**config.mk**
```make
export PLATFORM = sky130hd
export DESIGN_NAME = prm_edge_scan_ctrl
export DESIGN_NICKNAME = d
export VERILOG_FILES = /design/src/rtl/prm_pkg.sv /design/src/rtl/prm_res_reg.sv /design/src/rtl/prm_edge_scan_ctrl.sv
export SDC_FILE = /design/constraint.sdc
export NUM_CORES = 1
export LEC_CHECK = 0
export CORE_ASPECT_RATIO = 1.1
export CORE_MARGIN = 10
export CORE_UTILIZATION = 45
export DETAILED_ROUTE_END_ITERATION = 16
export PLACE_DENSITY = 0.76
export SYNTH_ARGS = -nofsm -noshare
export SYNTH_HDL_FRONTEND = slang
export SYNTH_HIERARCHICAL = 1
export SYNTH_SLANG_ARGS = --single-unit
```
**constraint.sdc**
```tcl
create_clock -name clk -period 2.4 [get_ports clk]
set_input_delay 0.48 -clock clk [delete_from_list [all_inputs] [get_ports clk]]
set_output_delay 0.48 -clock clk [all_outputs]
set_load 0.1 [all_outputs]
```
**src/rtl/prm_pkg.sv**
```systemverilog
// Shared types and sizing for the PRM edge-scan controller.
package prm_pkg;

  localparam int PRM_ADDR_W  = 15;
  localparam int PRM_NUM_CHK = 32;

  typedef enum logic [2:0] {
    IDLE,
    SETTLE,
    CAPT,
    EMIT,
    FIN
  } prm_scan_st_t;

endpackage

```
**src/rtl/prm_res_reg.sv**
```systemverilog
// Output holding register for one edge result on the valid/ready stream.
// Loads a captured result, keeps it stable while stalled, and drops valid
// on the handshake. A clear request wins over both load and handshake.
module prm_res_reg
  import prm_pkg::*;
#(
  parameter int ADDR_W  = PRM_ADDR_W,
  parameter int NUM_CHK = PRM_NUM_CHK
) (
  input  logic               clk,
  input  logic               rst_n,
  input  logic               load,
  input  logic               clr,
  input  logic               ready,
  input  logic [ADDR_W-1:0]  idx_in,
  input  logic [NUM_CHK-1:0] hits_in,
  output logic               valid,
  output logic [ADDR_W-1:0]  idx,
  output logic [NUM_CHK-1:0] hits,
  output logic               blocked
);

  // Result register: clear beats load beats handshake; fields hold otherwise.
  always_ff @(posedge clk or negedge rst_n) begin
    if (!rst_n) begin
      valid   <= 1'b0;
      idx     <= '0;
      hits    <= '0;
      blocked <= 1'b0;
    end else if (clr) begin
      valid <= 1'b0;
    end else if (load) begin
      valid   <= 1'b1;
      idx     <= idx_in;
      hits    <= hits_in;
      blocked <= |hits_in;
    end else if (valid && ready) begin
      valid <= 1'b0;
    end
  end

endmodule

```
**src/rtl/prm_edge_scan_ctrl.sv**
```systemverilog
// Sequences one PRM roadmap edge-collision scan: steps the shared edge code
// through [first, last], gives the combinational checker bank one cycle to
// settle, captures the enabled edge_mask bits and emits one result per edge
// while counting collision-free edges.
module prm_edge_scan_ctrl
  import prm_pkg::*;
#(
  parameter int ADDR_W  = PRM_ADDR_W,
  parameter int NUM_CHK = PRM_NUM_CHK
) (
  input  logic               clk,
  input  logic               rst_n,
  input  logic               start,
  input  logic               abort,
  input  logic [ADDR_W-1:0]  scan_first,
  input  logic [ADDR_W-1:0]  scan_last,
  input  logic [NUM_CHK-1:0] obs_en,
  output logic [ADDR_W-1:0]  chk_addr,
  input  logic [NUM_CHK-1:0] chk_mask,
  output logic               out_valid,
  input  logic               out_ready,
  output logic [ADDR_W-1:0]  out_idx,
  output logic [NUM_CHK-1:0] out_hits,
  output logic               out_blocked,
  output logic               busy,
  output logic               done,
  output logic [ADDR_W:0]    free_cnt
);

  localparam logic [ADDR_W-1:0] ADDR_ONE = ADDR_W'(1);
  localparam logic [ADDR_W:0]   CNT_ONE  = (ADDR_W + 1)'(1);

  prm_scan_st_t       state;
  logic [ADDR_W-1:0]  last_q;
  logic [NUM_CHK-1:0] obs_en_q;
  logic               res_load;
  logic [NUM_CHK-1:0] cap_hits;

  assign cap_hits = chk_mask & obs_en_q;
  assign res_load = (state == CAPT) && !abort;
  assign busy     = (state != IDLE);

  // Scan FSM with edge-code counter and free-edge counter; abort always wins.
  always_ff @(posedge clk or negedge rst_n) begin
    if (!rst_n) begin
      state    <= IDLE;
      chk_addr <= '0;
      last_q   <= '0;
      obs_en_q <= '0;
      free_cnt <= '0;
      done     <= 1'b0;
    end else begin
      done <= 1'b0;
      if (abort) begin
        state <= IDLE;
      end else begin
        case (state)
          IDLE: begin
            if (start) begin
              last_q   <= scan_last;
              obs_en_q <= obs_en;
              free_cnt <= '0;
              if (scan_first <= scan_last) begin
                chk_addr <= scan_first;
                state    <= SETTLE;
              end else begin
                state <= FIN;
              end
            end
          end
          SETTLE: state <= CAPT;
          CAPT:   state <= EMIT;
          EMIT: begin
            if (out_valid && out_ready) begin
              if (!out_blocked) free_cnt <= free_cnt + CNT_ONE;
              // Compare before incrementing so last = all-ones never wraps.
              if (chk_addr == last_q) begin
                state <= FIN;
              end else begin
                chk_addr <= chk_addr + ADDR_ONE;
                state    <= SETTLE;
              end
            end
          end
          FIN: begin
            done  <= 1'b1;
            state <= IDLE;
          end
          default: state <= IDLE;
        endcase
      end
    end
  end

  prm_res_reg #(
    .ADDR_W  (ADDR_W),
    .NUM_CHK (NUM_CHK)
  ) u_res_reg (
    .clk     (clk),
    .rst_n   (rst_n),
    .load    (res_load),
    .clr     (abort),
    .ready   (out_ready),
    .idx_in  (chk_addr),
    .hits_in (cap_hits),
    .valid   (out_valid),
    .idx     (out_idx),
    .hits    (out_hits),
    .blocked (out_blocked)
  );

endmodule

```
==> metrics.md <==
| Metric | Value |
|---|---|
| Status | finished, final reports clean |
| Synth Instances | 735 |
| Number of synthesized flops with an enable pin | 0 |
| Initial DRC Count | 300 |
| Filler cells | 1103 |
| Post-synthesis sequential area ratio | 50.6% |
| Final Slew Violations | 0 |
| Core ar. | 14000 sq um |
| Most used flip-flop cell after synthesis | dfrtp_1 |
| Slew Limit Headroom | 60.5% |
| Slew @ Worst Pin | 587 ps |
| CTS tree | yes |
| Final WS setup | 32.0 ps |
| Crit path required time | 2740 ps |
| Finish-stage setup viols | 0 |
| Cell area after placement | 8700 sq um |
| Design Area, Final | 9610 sq um |
| Vias in the first global route | 6150 |
| Initial antenna violation count | 0 |
| DP HPWL | 14500 um |
| Routed WL | 20300 um |
| Clk root buf | clkbuf_16 |
| Synthesized area | 6470 sq um |
| Remaining antenna violation count | 0 |
| Fin crit period | 2370 ps |
| Crit-path max cell delay | 530 ps |
| DP Worst Slack | -494 ps |
| Final Hold Viols | 0 |
| Synth top area share | 50.6% |
| WP data arrival | 2710 ps |
| Num CTS Buffers | 17 |
| Final period util | 98.7% |
| Critical path type | input port to register |
| Max Freq | 0.422 GHz |
| Core Rows | 45 |
| Clk_lat worst skew | 410 ps |
| Hold Path Class | input port to asynchronous set/reset pin |
| Worst setup path startpoint | scan_first[7] |
| Ys Warns | 6 |
| Seq cells post-synth | 131 |
| Htree depth | 4 |
| Buffers on Ports | 180 |
| Drc violations | 0 |
| Die Wd | 134 um |
| DRT Pass-1 Iters | 5 |
| Worst path bufs/invs | 3 |
| Worst r2r dst | chk_addr[7]$_DFFE_PN0P_ |
| Worst VDD drop | 0.732 mV |
| Die height | 146 um |
| Placed cells | 1131 |
| PwrDens | 1360 nW/um^2 |
| Crit. End Element | register |
| Critical-path maximum fanout | 4 |
| Initial Util | 46.4% |
| Reg2reg path depth | 8 |
| I/O Pins | 181 |
| Antenna diodes | 0 |
| Clock Pin Slew Worst Setup and Hold Paths | 60 ps |
| Most frequent cells in the layout | nand2_1 (273), buf_4 (142), dfrtp_1 (127), clkdlybuf4s50_1 (75), and2_1 (33) |
| Layout cells sized above 1 | 24.3% |
| Register area | 3280 sq um |
| Fin nets | 1085 |
| Max cap viols | 0 |
| Crit-path cells | clkdlybuf4s50_1 -> ha_1 -> a21oi_2 -> o21ai_1 -> a221oi_2 -> buf_4 -> a211oi_4 -> buf_6 -> or4_4 -> nand3_2 |
| Die Area | 19600 sq um |
| Mapped Avg Cell Area | 8.81 sq um |
| Max Buffers Root-to-Sink | 2 |
| Reg2reg start | chk_addr[1]$_DFFE_PN0P_ |
| Slowest CP cell | or4_4 |
| Gp weighted congestion | 0.874 |
| Net Count, Synth | 851 |
| Grt total ovfl | 0 |
| Top delay family on crit path | buffers and inverters |
| Multi-input logic area | 3130 sq um |
| Vias per cell | 5.14 |
| Clock Skews | 9.96 ps |
| Cell variety after synth | 55 |
| Area grow syn2layout | 48.4% |
| WL per Instance | 17.3 um |
| Largest net degree at the start of global routing | 59 |
| Synth async-reset ratio | 100% |
| Synth top area cells | dfrtp_1 (51%), nand2_1 (16%), ha_1 (3.3%) |
| Final cell count without fillers | 1170 |
| Detailed-route via count | 6016 |
| Startpoint class of the critical path | input port |
| Gr usage total | 19.7% |
| Commonest non-fill, non-tap cell in the layout | nand2_1 |
| Clock Sinks | 131 |
| Worst R2R Setup Slack | 100 ps |
| Synth area leader | dfrtp_1 |
| First-pass GRT wire length | 31300 um |
| P_leak | 4.89 nW |
[power by group]
group	switching [W]	internal, W	total (W)	leakage, nW
clock network	0.000938	0.00163	0.00257	0.285
logic	0.00503	0.00183	0.00686	2.94
registers	0.000592	0.00306	0.00365	1.67
[how the worst max path moves through the flow]
stage                                          end  depth (start not counted)
final                      chk_addr[0]$_DFFE_PN0P_                         10
after global routing       chk_addr[5]$_DFFE_PN0P_                         11
after CTS                  chk_addr[0]$_DFFE_PN0P_                         11
after detailed placement  chk_addr[13]$_DFFE_PN0P_                         11
after global placement     chk_addr[5]$_DFFE_PN0P_                         12
after floorplan            chk_addr[1]$_DFFE_PN0P_                          6
[metrics by stage]
step / hold WS (ps) / power, W / setup TNS [ps] / util [%]
6_report: 24.1 / 0.0131 / 0 / 68.8
5_1_grt: 55.4 / 0.0137 / -32.0 / 68.8
4_1_cts: 43.9 / 0.0130 / 0 / 66.6
3_5_place_dp: 454 / 0.0104 / -7390 / 62.3
3_3_place_gp: 449 / 0.0103 / -6370 / 62.3
2_1_floorplan: 184 / 0.00846 / 0 / -
[area by class of cell]
class                   instances  area share [%]
clock inverters                 9            1.07
flip-flops and latches        131            34.2
inverters                      22           0.860
clock buffers                  23            5.08
repair buffers                251            23.8
multi-input cells             546            32.5
well taps                     188            2.45
[worst reg2reg max path, delay by kind of cell (launching register included)]
kind / cells / cell delay (ps)
buffers and inverters: 2 / 400
DFF: 1 / 470
AOI/OAI and AO/OA: 2 / 360
xor gates and xnor gates: 1 / 170
and+or+nand+nor: 3 / 780
[logic make-up (layout without fill, tap and decap cells)]
group | Yosys count | count (layout) | synth area share, %
xor gates and xnor gates | 22 | 22 | 2.98
AOI/OAI and AO/OA | 90 | 90 | 8.82
adders and majority gates | 17 | 17 | 3.29
DFF | 131 | 131 | 50.6
and+or+nand+nor | 415 | 415 | 29.7
buffers and inverters | 58 | 305 | 4.27
muxes | 2 | 2 | 0.329
[metal layers]
| layer | GRT usage, % | share of wire (%) | routed length [um] |
|---|---|---|---|
| met5 | 0 | 0 | 0 |
| met4 | 7.68 | 3.0 | 613 |
| met3 | 8.14 | 8.2 | 1650 |
| met2 | 32.3 | 50 | 10100 |
| met1 | 22.2 | 39 | 7880 |
[sequential cells by signal (all words and copies together) (netlist names)]
register,count
done,1
u_res_reg/valid,1
u_res_reg/hits,32
obs_en_q,32
last_q,15
u_res_reg/blocked,1
u_res_reg/idx,15
chk_addr,15
free_cnt,16
state,3
[timing repair]
item / CTS / global route
setup buffers: 1 / 5
gates resized for setup: 3 / 61
cloned: 0 / 1
setup endpoints to repair: 14 / 14
hold buffers: 0 / 0
pin swaps: 2 / 11
[synthesized netlist by cell type, drive strengths merged (3+ instances only)]
master and number:
nand4 10, clkbuf 13, nand2 273, dfrtp 131, a31oi 7, a21oi 25
o21ai 35, nor2 20, nand3 13, or3 9, nor4 14, and4 5
xor2 16, xnor2 6, buf 23, inv 22, and3 3, and2 35
nor3 18, a2bb2oi 11, ha 17
Note: power is estimated with default switching activity, not from simulation.
==> variant: new RTL, config.mk and constraints unchanged <==
Put one more register stage on the output `free_cnt`. The value now appears one clock later. The other outputs are not delayed to match.
--- a/src/rtl/prm_edge_scan_ctrl.sv
+++ b/src/rtl/prm_edge_scan_ctrl.sv
@@ -30,6 +30,8 @@
   localparam logic [ADDR_W-1:0] ADDR_ONE = ADDR_W'(1);
   localparam logic [ADDR_W:0]   CNT_ONE  = (ADDR_W + 1)'(1);
 
+  logic [ADDR_W:0] free_cnt_s0;
+
   prm_scan_st_t       state;
   logic [ADDR_W-1:0]  last_q;
   logic [NUM_CHK-1:0] obs_en_q;
@@ -47,7 +49,7 @@
       chk_addr <= '0;
       last_q   <= '0;
       obs_en_q <= '0;
-      free_cnt <= '0;
+      free_cnt_s0 <= '0;
       done     <= 1'b0;
     end else begin
       done <= 1'b0;
@@ -59,7 +61,7 @@
             if (start) begin
               last_q   <= scan_last;
               obs_en_q <= obs_en;
-              free_cnt <= '0;
+              free_cnt_s0 <= '0;
               if (scan_first <= scan_last) begin
                 chk_addr <= scan_first;
                 state    <= SETTLE;
@@ -72,7 +74,7 @@
           CAPT:   state <= EMIT;
           EMIT: begin
             if (out_valid && out_ready) begin
-              if (!out_blocked) free_cnt <= free_cnt + CNT_ONE;
+              if (!out_blocked) free_cnt_s0 <= free_cnt_s0 + CNT_ONE;
               // Compare before incrementing so last = all-ones never wraps.
               if (chk_addr == last_q) begin
                 state <= FIN;
@@ -109,5 +111,9 @@
     .blocked (out_blocked)
   );
 
+  always_ff @(posedge clk) begin
+    free_cnt <= free_cnt_s0;
+  end
+
 endmodule
 
Check against the original RTL: not equivalent (Yosys sat finds a counterexample within 10 cycles, from zero or initial values and one cycle with rst_n low).
==> variant against the original RTL <==
Area after synthesis grew 1.7%; setup slack gained 12 ps; die area grew 1.4%; combinational power shrank 14%; routed wire length shrank 1.2%; final area grew 0.47%; sequential cell count grew 16; power shrank 7.6%.
==> variant: results (changes against the original RTL) <==
status: "finished, final reports clean"  # unchanged
ys_types: 45  # was 55
p_leak_nw: 4.91  # was 4.89 nW
async_flop_share: 0.891  # was 1.00
timing.final.ws_setup_ps: 44.1  # was 32.0 ps
synth_nets: 859  # was 851
vias_per_cell: 5.06  # was 5.14
drt_iter0_drc: 321  # was 300
reg_top3: "obs_en_q x32, u_res_reg/hits x32"  # was obs_en_q x32, u_res_reg/hits x32, free_cnt x16
place_congestion: 0.864  # was 0.874
num_vias: 5940  # was 6016
grt_pass1_wl_um: 31200  # was 31300 um
grt_max_degree: 48  # was 59
hpwl_um: 14300  # was 14500 um
nFillCells: 1139  # was 1103
critPathArrivalTime_ps: 2660  # was 2710 ps
synth_mux_area_frac: 0.00152  # was 0.00329
signal_buffers: 235  # was 251
multi_input_area_share: 0.312  # was 0.325
yosys.area_share.adder: 0.0323  # was 0.0329
synth_common_cells: "nand2_1, dfrtp_1, nor2_1, and2_1, a21oi_1"  # was nand2_1, dfrtp_1, and2_1, o21ai_0, a21oi_1
track_usage: 0.198  # was 0.197
syn-cell-area_mm2: 0.00658  # was 0.00647 mm^2
placed_area_mm2: 0.00874  # was 0.00870 mm^2
skew_ps: 9.17  # was 9.96 ps
clk_share: 0.0590  # was 0.0615
synthXorXnorAreaFrac: 0.0373  # was 0.0298
r2r-end: "chk_addr[13]$_DFFE_PN0P_"  # was chk_addr[7]$_DFFE_PN0P_
sh_seq_area: 0.373  # was 0.342
cts_num_sinks: 147  # was 131
wl_um: 20000  # was 20300 um
synth-compound-area-share: 0.0797  # was 0.0882
cpMaxStageDelayCell: "clkdlybuf4s50_1"  # was or4_4
nonClkBufAreaFrac: 0.222  # was 0.238
variant: cell types whose count changed in the layout (fill, tap and decap cells not counted), sizes merged, moves of 6 or more:
cell           unedited run  this run
buf                     154       138
dfxtp                     0        16
nor2                     20        35
nor3                     18         3
nand2                   273       285
a2bb2oi                  11         0
clkdlybuf4s50            75        68
xor2                     16        23
a21oi                    25        31
o21ai                    35        29
variant: routing by layer:
metal | track usage | wire length, um | vias to the layer above
li1 | - | - | 2886
met1 | 0.230 | 8000 | 2776
met2 | 0.331 | 9900 | 219
met3 | 0.0518 | 1260 | 59
met4 | 0.0986 | 855 | 0
met5 | 0 | 0 | -
variant: where the power goes:
part,internal (mW),leakage (nW),switching (mW),total (mW)
logic,1.43,2.84,4.48,5.91
clock network,1.46,0.271,1.08,2.54
registers,3.14,1.80,0.488,3.63
variant: timing repair:
action	in CTS	in global routing
buffers inserted	4	0
setup endpoints to repair	15	16
pin swaps	11	14
gates resized for setup	26	50
cloned	2	0
